$ cat src/rtl/match_round_sequencer.sv
// ---------------------------------------------------------------------------
// match_round_sequencer
//
// Game-flow controller for a best-of-N fighting match. It sits above the
// physics, health and player-input blocks and walks each round through:
//   IDLE -> RRST (round reset pulse) -> CDOWN (pre-fight countdown)
//        -> FIGHT (timed, input enabled) -> REND (result hold)
//        -> RRST for the next round, or MEND when the match is decided.
// All timing advances only on cycles where the one-clk game tick is high.
//
// Ports
//   clk           system clock
//   reset         synchronous, active-high; returns to IDLE, all outputs 0
//   tick          one-clk game-tick strobe
//   start_req     level; a rising edge starts a match from IDLE or MEND
//   ko_p1/ko_p2   player health depleted
//   health_p1/p2  health values, used only to decide a time-out
//   round_reset   resets physics/health/bullets while high
//   input_enable  high only while fighting
//   round_num     current round, 1-based; 0 in IDLE
//   p1_wins       rounds won by player 1
//   p2_wins       rounds won by player 2
//   countdown     seconds left in the pre-fight countdown, else 0
//   round_time    seconds left in the fight
//   round_winner  00 none, 01 P1, 10 P2, 11 draw
//   match_over    high in MEND
//   match_winner  same encoding as round_winner, valid with match_over
//   state_dbg     IDLE=0 RRST=1 CDOWN=2 FIGHT=3 REND=4 MEND=5
// ---------------------------------------------------------------------------
module match_round_sequencer #(
  parameter int TICKS_PER_SEC  = 20,
  parameter int RESET_TICKS    = 2,
  parameter int COUNTDOWN_SEC  = 3,
  parameter int ROUND_TIME_SEC = 60,
  parameter int END_HOLD_TICKS = 40,
  parameter int WINS_NEEDED    = 2,
  parameter int MAX_ROUNDS     = 5,
  parameter int HEALTH_W       = 9
) (
  input  logic                clk,
  input  logic                reset,
  input  logic                tick,
  input  logic                start_req,
  input  logic                ko_p1,
  input  logic                ko_p2,
  input  logic [HEALTH_W-1:0] health_p1,
  input  logic [HEALTH_W-1:0] health_p2,
  output logic                round_reset,
  output logic                input_enable,
  output logic [2:0]          round_num,
  output logic [1:0]          p1_wins,
  output logic [1:0]          p2_wins,
  output logic [3:0]          countdown,
  output logic [6:0]          round_time,
  output logic [1:0]          round_winner,
  output logic                match_over,
  output logic [1:0]          match_winner,
  output logic [2:0]          state_dbg
);

  typedef enum logic [2:0] {
    S_IDLE  = 3'd0,
    S_RRST  = 3'd1,
    S_CDOWN = 3'd2,
    S_FIGHT = 3'd3,
    S_REND  = 3'd4,
    S_MEND  = 3'd5
  } state_e;

  localparam logic [1:0] W_NONE = 2'b00;
  localparam logic [1:0] W_P1   = 2'b01;
  localparam logic [1:0] W_P2   = 2'b10;
  localparam logic [1:0] W_DRAW = 2'b11;

  // One shared sub-second counter serves every timed state, so it must be
  // wide enough for the longest of the three tick windows.
  localparam int CNT_MAX_A = (TICKS_PER_SEC > RESET_TICKS) ? TICKS_PER_SEC : RESET_TICKS;
  localparam int CNT_MAX   = (CNT_MAX_A > END_HOLD_TICKS) ? CNT_MAX_A : END_HOLD_TICKS;
  localparam int CNT_W     = $clog2(CNT_MAX + 1);

  localparam logic [CNT_W-1:0] SEC_LAST  = CNT_W'(TICKS_PER_SEC - 1);
  localparam logic [CNT_W-1:0] RST_LAST  = CNT_W'(RESET_TICKS - 1);
  localparam logic [CNT_W-1:0] HOLD_LAST = CNT_W'(END_HOLD_TICKS - 1);

  state_e           state_q, state_d;
  logic [CNT_W-1:0] tick_cnt_q, tick_cnt_d;
  logic             start_prev_q, start_prev_d;
  logic             round_reset_q, round_reset_d;
  logic             input_enable_q, input_enable_d;
  logic [2:0]       round_num_q, round_num_d;
  logic [1:0]       p1_wins_q, p1_wins_d;
  logic [1:0]       p2_wins_q, p2_wins_d;
  logic [3:0]       countdown_q, countdown_d;
  logic [6:0]       round_time_q, round_time_d;
  logic [1:0]       round_winner_q, round_winner_d;
  logic             match_over_q, match_over_d;
  logic [1:0]       match_winner_q, match_winner_d;

  logic             start_edge;
  logic             sec_done;
  logic             time_out;
  logic             fight_end;
  logic [1:0]       fight_winner;

  assign start_edge = start_req & ~start_prev_q;
  assign sec_done   = (tick_cnt_q == SEC_LAST);
  // The last second expires on the tick that would take round_time to 0.
  assign time_out   = sec_done && (round_time_q == 7'd1);
  assign fight_end  = ko_p1 | ko_p2 | time_out;

  // KO outranks a time-out landing on the same tick.
  always_comb begin
    fight_winner = W_NONE;
    if (ko_p1 && ko_p2)          fight_winner = W_DRAW;
    else if (ko_p2)              fight_winner = W_P1;
    else if (ko_p1)              fight_winner = W_P2;
    else if (health_p1 > health_p2) fight_winner = W_P1;
    else if (health_p2 > health_p1) fight_winner = W_P2;
    else                         fight_winner = W_DRAW;
  end

  // NOTE: every next-state variable is given its hold value first, so no
  // path through the case statement can leave one unassigned and infer a latch.
  always_comb begin
    state_d        = state_q;
    tick_cnt_d     = tick_cnt_q;
    start_prev_d   = start_req;
    round_reset_d  = round_reset_q;
    input_enable_d = input_enable_q;
    round_num_d    = round_num_q;
    p1_wins_d      = p1_wins_q;
    p2_wins_d      = p2_wins_q;
    countdown_d    = countdown_q;
    round_time_d   = round_time_q;
    round_winner_d = round_winner_q;
    match_over_d   = match_over_q;
    match_winner_d = match_winner_q;

    unique case (state_q)
      // IDLE and MEND share the new-match initialisation.
      S_IDLE, S_MEND: begin
        if (start_edge) begin
          state_d        = S_RRST;
          tick_cnt_d     = '0;
          round_reset_d  = 1'b1;
          round_num_d    = 3'd1;
          p1_wins_d      = 2'd0;
          p2_wins_d      = 2'd0;
          round_winner_d = W_NONE;
          match_over_d   = 1'b0;
          match_winner_d = W_NONE;
        end
      end

      S_RRST: begin
        if (tick) begin
          if (tick_cnt_q == RST_LAST) begin
            state_d       = S_CDOWN;
            tick_cnt_d    = '0;
            round_reset_d = 1'b0;
            countdown_d   = 4'(COUNTDOWN_SEC);
            round_time_d  = 7'(ROUND_TIME_SEC);
          end else begin
            tick_cnt_d = tick_cnt_q + 1'b1;
          end
        end
      end

      S_CDOWN: begin
        if (tick) begin
          if (sec_done) begin
            tick_cnt_d  = '0;
            countdown_d = countdown_q - 4'd1;
            if (countdown_q == 4'd1) begin
              state_d        = S_FIGHT;
              input_enable_d = 1'b1;
            end
          end else begin
            tick_cnt_d = tick_cnt_q + 1'b1;
          end
        end
      end

      S_FIGHT: begin
        if (tick) begin
          if (sec_done) begin
            tick_cnt_d   = '0;
            round_time_d = round_time_q - 7'd1;
          end else begin
            tick_cnt_d = tick_cnt_q + 1'b1;
          end
          if (fight_end) begin
            state_d        = S_REND;
            tick_cnt_d     = '0;
            input_enable_d = 1'b0;
            round_winner_d = fight_winner;
            if (fight_winner == W_P1) p1_wins_d = p1_wins_q + 2'd1;
            if (fight_winner == W_P2) p2_wins_d = p2_wins_q + 2'd1;
          end
        end
      end

      S_REND: begin
        if (tick) begin
          if (tick_cnt_q == HOLD_LAST) begin
            tick_cnt_d = '0;
            if (p1_wins_q == 2'(WINS_NEEDED)) begin
              state_d        = S_MEND;
              match_over_d   = 1'b1;
              match_winner_d = W_P1;
            end else if (p2_wins_q == 2'(WINS_NEEDED)) begin
              state_d        = S_MEND;
              match_over_d   = 1'b1;
              match_winner_d = W_P2;
            end else if (round_num_q == 3'(MAX_ROUNDS)) begin
              state_d      = S_MEND;
              match_over_d = 1'b1;
              if (p1_wins_q > p2_wins_q)      match_winner_d = W_P1;
              else if (p2_wins_q > p1_wins_q) match_winner_d = W_P2;
              else                            match_winner_d = W_DRAW;
            end else begin
              state_d        = S_RRST;
              round_reset_d  = 1'b1;
              round_num_d    = round_num_q + 3'd1;
              round_winner_d = W_NONE;
            end
          end else begin
            tick_cnt_d = tick_cnt_q + 1'b1;
          end
        end
      end

      default: state_d = S_IDLE;
    endcase
  end

  // NOTE: state registers use non-blocking assignments so every flop samples
  // the pre-edge value of its neighbours, independent of statement order.
  always_ff @(posedge clk) begin
    if (reset) begin
      state_q        <= S_IDLE;
      tick_cnt_q     <= '0;
      start_prev_q   <= 1'b0;
      round_reset_q  <= 1'b0;
      input_enable_q <= 1'b0;
      round_num_q    <= 3'd0;
      p1_wins_q      <= 2'd0;
      p2_wins_q      <= 2'd0;
      countdown_q    <= 4'd0;
      round_time_q   <= 7'd0;
      round_winner_q <= W_NONE;
      match_over_q   <= 1'b0;
      match_winner_q <= W_NONE;
    end else begin
      state_q        <= state_d;
      tick_cnt_q     <= tick_cnt_d;
      start_prev_q   <= start_prev_d;
      round_reset_q  <= round_reset_d;
      input_enable_q <= input_enable_d;
      round_num_q    <= round_num_d;
      p1_wins_q      <= p1_wins_d;
      p2_wins_q      <= p2_wins_d;
      countdown_q    <= countdown_d;
      round_time_q   <= round_time_d;
      round_winner_q <= round_winner_d;
      match_over_q   <= match_over_d;
      match_winner_q <= match_winner_d;
    end
  end

  assign round_reset  = round_reset_q;
  assign input_enable = input_enable_q;
  assign round_num    = round_num_q;
  assign p1_wins      = p1_wins_q;
  assign p2_wins      = p2_wins_q;
  assign countdown    = countdown_q;
  assign round_time   = round_time_q;
  assign round_winner = round_winner_q;
  assign match_over   = match_over_q;
  assign match_winner = match_winner_q;
  assign state_dbg    = state_q;

endmodule
$ cat config.mk
export PLATFORM = sky130hd
export DESIGN_NAME = match_round_sequencer
export DESIGN_NICKNAME = d
export VERILOG_FILES = /design/src/rtl/match_round_sequencer.sv
export SDC_FILE = /design/constraint.sdc
export NUM_CORES = 1
export LEC_CHECK = 0
export CAP_MARGIN = 10
export CORE_ASPECT_RATIO = 0.5
export CORE_MARGIN = 4
export CORE_UTILIZATION = 30
export DETAILED_ROUTE_END_ITERATION = 16
export PLACE_DENSITY = 0.62
export SYNTH_ARGS = -nofsm -noshare
export SYNTH_HDL_FRONTEND = slang
export SYNTH_SLANG_ARGS = --single-unit
$ cat constraint.sdc
create_clock -name clk -period 4.21 [get_ports clk]
set_input_delay 0.842 -clock clk [delete_from_list [all_inputs] [get_ports clk]]
set_output_delay 0.842 -clock clk [all_outputs]
set_load 0.005 [all_outputs]
Word-level counts from Yosys, hierarchy flattened:

Index checks and enable logic that the tools add are counted.

* bits in registers: 35
* latch bits: 0
* memory bits (writable): 0
* bits in read-only memories: 0
* input bits: 24
* output and inout port bits: 28
* word-level logic and storage cells: 174
* memories: 0

* add/subtract/negate cells: 6
* $mul: 0
* divide/modulo/power cells: 0
* order comparisons: 4
* equality and inequality tests: 32
* shift operators: 0
* mux-type cells: 92
* bitwise gates (word level): 4
* reductions and logical operators: 23

Operator list (number)
* two-way mux 3 bit: 18
* two-way mux 6 bit: 9
* two-way mux 2 bit: 24
* inequality test 2 bit (second input constant): 16
* case mux 6 bit (5 select lines): 1
* two-way mux 7 bit: 4
* AND reduction 5 bit: 5
* two-way mux 1 bit: 21
* > comparator 9 bit: 2
* AND reduction 9 bit: 2
* two-way mux 4 bit: 4
* case mux 3 bit (5 select lines): 1
* case mux 7 bit (2 select lines): 1
* case mux 2 bit (2 select lines): 3
* AND reduction 6 bit: 2
* AND reduction 10 bit: 1
* nonzero test 2 bit: 5
* equality test 3 bit (second input constant): 3
* case mux 4 bit (2 select lines): 1
* equality test 7 x 1 -> 1 bit (second input constant): 1
* AND reduction 7 bit: 1
* subtractor 7 x 1 -> 7 bit (second input constant): 1
* adder 6 x 1 -> 6 bit (second input constant): 1
* equality test 2 bit (second input constant): 3
* 24 further kinds: 31

Logic depth before layout (Yosys ltp):

* depth in word-level cells: 11
* gate-level depth with buffers: 7
* mapped depth without buffers: 7

Worst setup path before layout:

OpenSTA, ideal clock, no wires.

* path kind: input port to flip-flop
* from: in health_p1[3]
* to: reg round_winner_q[0] (netlist: round_winner[0])
* setup time: 0.101 ns
* arrival: 2.298 ns
* data required time: 4.109 ns
* slack: 1.811 ns
* cell stages on the path: 7
* buffers on the path: 0
* path through: inv_1 ha_1 and4_1 a21o_1 nor4_1 nor2_1 o41ai_1

* word-level cells in the longest chain between the ends: 9
* elaborated cells on any way between the ends: 10
* those cells by class: order compare: 2; mux: 8

RTL lines
* start, declared: line 46 `input logic [HEALTH_W-1:0] health_p1,`
* > comparator 9 bit: line 118 `else if (health_p2 > health_p1) fight_winner = W_P2;`
* two-way mux 1 bit: line 118
* two-way mux 2 bit *: line 117 `else if (health_p1 > health_p2) fight_winner = W_P1;`
* two-way mux 2 bit *: line 116 `else if (ko_p1) fight_winner = W_P2;`
* two-way mux 2 bit *: line 115 `else if (ko_p2) fight_winner = W_P1;`
* two-way mux 2 bit *: line 114 `if (ko_p1 && ko_p2) fight_winner = W_DRAW;`
* two-way mux 2 bit *: line 192 `if (fight_end) begin`
* two-way mux 2 bit *: line 185 `if (tick) begin`
* case mux 2 bit (3 select lines) *: line 139 `unique case (state_q)`
* end signal, assigned: line 265 `round_winner_q <= round_winner_d;`
* end, declared: line 95 `logic [1:0] round_winner_q, round_winner_d;`

Mark *: on every way between the ends. The rest lies on a longest branch, timed or not. The select of a mux whose other input is x is not followed.
A chain may end at the register's enable or synchronous reset.

Final worst setup path:

* from: in health_p1[8]
* to: reg round_winner_q[0] (netlist: round_winner[0])

Same word-level chain as after synthesis.

==> metrics.sh <==
RUN_STATUS='finished clean'
PLACED_CELLS=440
SYNTHDISTINCTLIBCELLS=59
CAP_VIOL_MAX_COUNT=0
PLACEMENT_ROWS=22
CTS-HTREE-LEVELS=2
OVERFLOW=0
SYNTH_ENABLE_FLOP_CELLS=0
CLOCK_TREE.ROOT_CELL='sky130_fd_sc_hd__clkbuf_16'
FINAL_REPLACE_WEIGHTED_CONGESTION=0.812
SYNTH_LARGEST_TYPE_AREA_FRACTION=0.286
CLOCK-SKEW-FINAL_PS=6.45
DIE_WIDTH_UM=136
ANTENNA_FOUND_INITIAL=0
SWSHARE=0.361
DRT-TOTAL-WL_MM=6.22
CLK_TRANSITION_REPORTED_PATHS_PS=60
NUMBER_OF_POST_CTS_SETUP_REPAIR_BUFFERS=0
SYNTH-SEQ-AREA-SHARE=0.286
TRITONCTS.NUM_BUFFERS=5
CRITPATHKIND='in2reg'
GRT_FIRST_PASS_WIRELENGTH_MM=10.4
WL_PER_CELL_UM=13.9
PORT_BUFFERS=51
WORST_PIN_SLEW_PS=781
DRT.ANTENNA.VIOLATING_NETS=0
GRT_START_MAX_NET_PINS=25
GLOBALROUTETOTALUTIL=0.128
CLOCKBUFFERDEPTH=2
REMAINING_DRC_ERRORS=0
BASIC_GATE_SHARE_OF_THE_SYNTHESIZED_AREA_COUNTING_AND_OR_NAND_AND_NOR_CELLS=0.255
CP.REQUIRED_PS=4380
REPORT.FINAL.SETUP_VIOL=0
MAIN_FLOP_TYPE_AFTER_SYNTHESIS='sky130_fd_sc_hd__dfxtp_1'
LAYOUT-DRIVE-GT1-SHARE=0.0529
YS_TOP_CELLS_BY_AREA='sky130_fd_sc_hd__dfxtp_1 29%, sky130_fd_sc_hd__ha_1 11%, sky130_fd_sc_hd__a21oi_1 4.1%, sky130_fd_sc_hd__inv_1 3.7%, sky130_fd_sc_hd__o2111ai_1 2.9%'
DESIGN.PORTCOUNT=52
LAYOUT_OVERHEAD_ON_THE_SYNTHESIZED_AREA_PCT=30.8
YS_SEQ_ELEMENTS=35
HIGHEST_ACHIEVABLE_CLOCK_RATE_MHz=347
RSZ0062_AT_GRT='false'
HOLDBUFCOUNTCTS=0
VIA_COUNT_OF_THE_FIRST_GLOBAL_ROUTING_PASS=2264
WORST-ENDPOINT-ARRIVAL_PS=3050
FINALNONFILLERCELLS=448
COMB_POWER_SHARE=0.391
YOSYSMOSTFREQUENTCELL='sky130_fd_sc_hd__dfxtp_1'
SYNTH_TOP_CELL_BY_AREA='sky130_fd_sc_hd__dfxtp_1'
DETAILEDROUTE.FIRSTITERATIONVIOLATIONS=86
CRIT-REG2REG-LAUNCH='state_dbg[1]$_SDFFE_PP0P_'
MULTI_INPUT_COMB_AREA_MM2=0.00158
SYNTH_TOP_CELLS_BY_COUNT='35 x sky130_fd_sc_hd__dfxtp_1, 24 x sky130_fd_sc_hd__inv_1, 21 x sky130_fd_sc_hd__ha_1, 20 x sky130_fd_sc_hd__a21oi_1, 13 x sky130_fd_sc_hd__nand3_1'
POWER.LEAKAGE_nW=1.22
SYNTHMUXAREASHARE=0
SEQ_POWER_SHARE=0.322
SYNTH_TOP_FAMILY_BY_AREA='compound AO/OA/AOI/OAI gates'
DIODES=0
FINAL_MIN_PERIOD_OVER_CLOCK_PERIOD=0.684
HOLD_VIOL=0
POST_CTS_RESIZED=0
SYNTHARSTFLOPSHARE=0
HOLD_PATH.CLASS='reg2reg'
DIE_AREA_MM2=0.00975
R2R_CELLS=5
P_SWITCHING_uW=525
SETUP_TOTAL_NEGATIVE_SLACK_PS=0
DR_TOTAL_VIAS=2387
TRITONCTS_CLOCK_TREE='yes'
HOLD_PATH.STARTPOINT='round_winner[1]$_SDFFE_PP0P_'
CELLPOWERDENSITY_mW_PER_MM2=454
WHS_ENDPOINT='round_winner[1]$_SDFFE_PP0P_'
STARTPOINT_TYPE='input port'
CRIT_FANOUT=5
SYNTH_XOR_XNOR_AREA_SHARE=0.0251
FINAL_NETS=384
DRT-PASS1-ITER-COUNT=5
TIMING_MAX_TRANSITION_VIOLATIONS_FINAL=0
CTS_NUM_SINKS=35
YS_WARN_COUNT=0
SETUP.WORST_PATH.END_CLASS='flip-flop'
LAYOUT.AREA.SEQ_UM2=701
DPL.HPWL_MM=4.96
SLEW_HEADROOM=0.478
FINALWORSTPATHREQUIREDPERIOD_PS=2880
PEAKVDDDROP_mV=0.248
REG2REG_TO='state_dbg[1]$_SDFFE_PP0P_'
INITIAL_CORE_UTIL=0.321
POWER.SHARE.CLOCK=0.287
POSTSYNTHNETCOUNT=340
FILL_CELLS=746
MIN_DELAY_PATH_DEPTH=2
VIAS_PER_CELL=5.33
CORE_AREA_MM2=0.00762
P_INT_uW=927
Y_DIMENSION_OF_THE_DIE_UM=71.9
SYNTHESIS.INSTANCES=295
FINAL_HOLD_SLACK_PS=469
SYNTH_AREA_MM2=0.00245
POSTSYNTHAREAPERCELL_UM2=8.30
CLK-INSERTION-DELAY-LATE_PS=280
FF2FF_SETUP_SLACK_PS=1560
SYNTH-COMPOUND-AREA-SHARE=0.260
POST_SYNTH_ADDER_CELL_AREA=0.107
layer usage:
metal  track usage  vias up  wire length, um
met3        0.0365        2              416
met5             0        -                0
met2         0.208       70             2750
met1         0.170     1112             3030
li1              -     1203                -
met4        0.0268        0               27
layout by cell type (no fill, tap or decap), types with 4 or more instances in the layout:
cell	netlist	final
sky130_fd_sc_hd__clkdlybuf4s50_1	0	51
sky130_fd_sc_hd__dfxtp_1	35	35
sky130_fd_sc_hd__inv_1	24	24
sky130_fd_sc_hd__ha_1	21	21
sky130_fd_sc_hd__a21oi_1	20	20
sky130_fd_sc_hd__nand3_1	13	13
sky130_fd_sc_hd__nand2_1	12	12
sky130_fd_sc_hd__o21ai_0	12	12
sky130_fd_sc_hd__nor2_1	11	11
sky130_fd_sc_hd__nor2b_1	8	8
sky130_fd_sc_hd__o2111ai_1	8	8
sky130_fd_sc_hd__nand4_1	7	7
sky130_fd_sc_hd__and3_1	7	7
sky130_fd_sc_hd__or3_1	6	6
sky130_fd_sc_hd__a211oi_1	6	6
sky130_fd_sc_hd__nand2b_1	5	5
sky130_fd_sc_hd__o21ai_1	5	5
sky130_fd_sc_hd__clkbuf_16	0	5
sky130_fd_sc_hd__xor2_1	4	4
sky130_fd_sc_hd__o31ai_1	4	4
sky130_fd_sc_hd__or4_1	4	4
kinds of logic after synthesis:
family / Yosys count
simple gates: 102
compound gates: 90
fa+ha+maj: 21
flops: 35
buf+inv: 40
xor+xnor: 7
worst max path at each step:
stage / start / to / slack (ps) / cells past startpoint
6_report: health_p1[8] / round_winner[0]$_SDFFE_PP0P_ / 1330 / 8
5_1_grt: health_p1[3] / round_winner[0]$_SDFFE_PP0P_ / 1180 / 8
4_1_cts: health_p1[8] / round_winner[0]$_SDFFE_PP0P_ / 1330 / 8
3_5_place_dp: health_p1[8] / round_winner[0]$_SDFFE_PP0P_ / 1020 / 8
3_3_place_gp: health_p1[3] / round_winner[0]$_SDFFE_PP0P_ / 1210 / 8
2_1_floorplan: health_p1[3] / round_winner[0]$_SDFFE_PP0P_ / 1810 / 7
flip-flops by register name, summed over array words and instances, names as in the netlist:
signal and flops:
round_time 7, tick_cnt_q 6, countdown 4, round_num 3, state_dbg 3, match_winner 2, p1_wins 2, p2_wins 2
round_winner 2, input_enable 1, match_over 1, round_reset 1, start_prev_q 1
critical path, cell delays in order:
cell and delay (ps):
sky130_fd_sc_hd__clkdlybuf4s50_1 450, sky130_fd_sc_hd__inv_1 40, sky130_fd_sc_hd__ha_1 320, sky130_fd_sc_hd__a21oi_1 130, sky130_fd_sc_hd__o21ai_0 160, sky130_fd_sc_hd__nor4_1 670, sky130_fd_sc_hd__nor2_1 120, sky130_fd_sc_hd__o41ai_1 320
per-stage QoR:
stage / setup WS [ps] / total power [mW] / instance area (um2) / util
floorplan: 1810 / 0.839 / 2450 / -
global placement: 1210 / 1.02 / 3030 / 0.398
detailed placement: 1020 / 1.04 / 3030 / 0.398
CTS: 1330 / 1.46 / 3200 / 0.420
global route: 1180 / 1.55 / 3200 / 0.420
finish: 1330 / 1.45 / 3200 / 0.420
area by class of cell:
type	count	area share
Clock buffer	5	0.0391
Clock inverter	3	0.0137
Inverter	25	0.0293
Multi-Input combinational cell	220	0.495
Sequential cell	35	0.219
Tap cell	108	0.0422
Timing Repair Buffer	52	0.162
power groups by stage:
stage / registers, mW / logic [mW] / clock network [mW]
final: 0.467 / 0.568 / 0.417
after CTS: 0.466 / 0.567 / 0.422
after global placement: 0.471 / 0.550 / 0
after floorplan: 0.437 / 0.402 / 0
after detailed placement: 0.472 / 0.564 / 0
after global routing: 0.480 / 0.632 / 0.435
No activity file was read; power rests on OpenSTA's default activity.
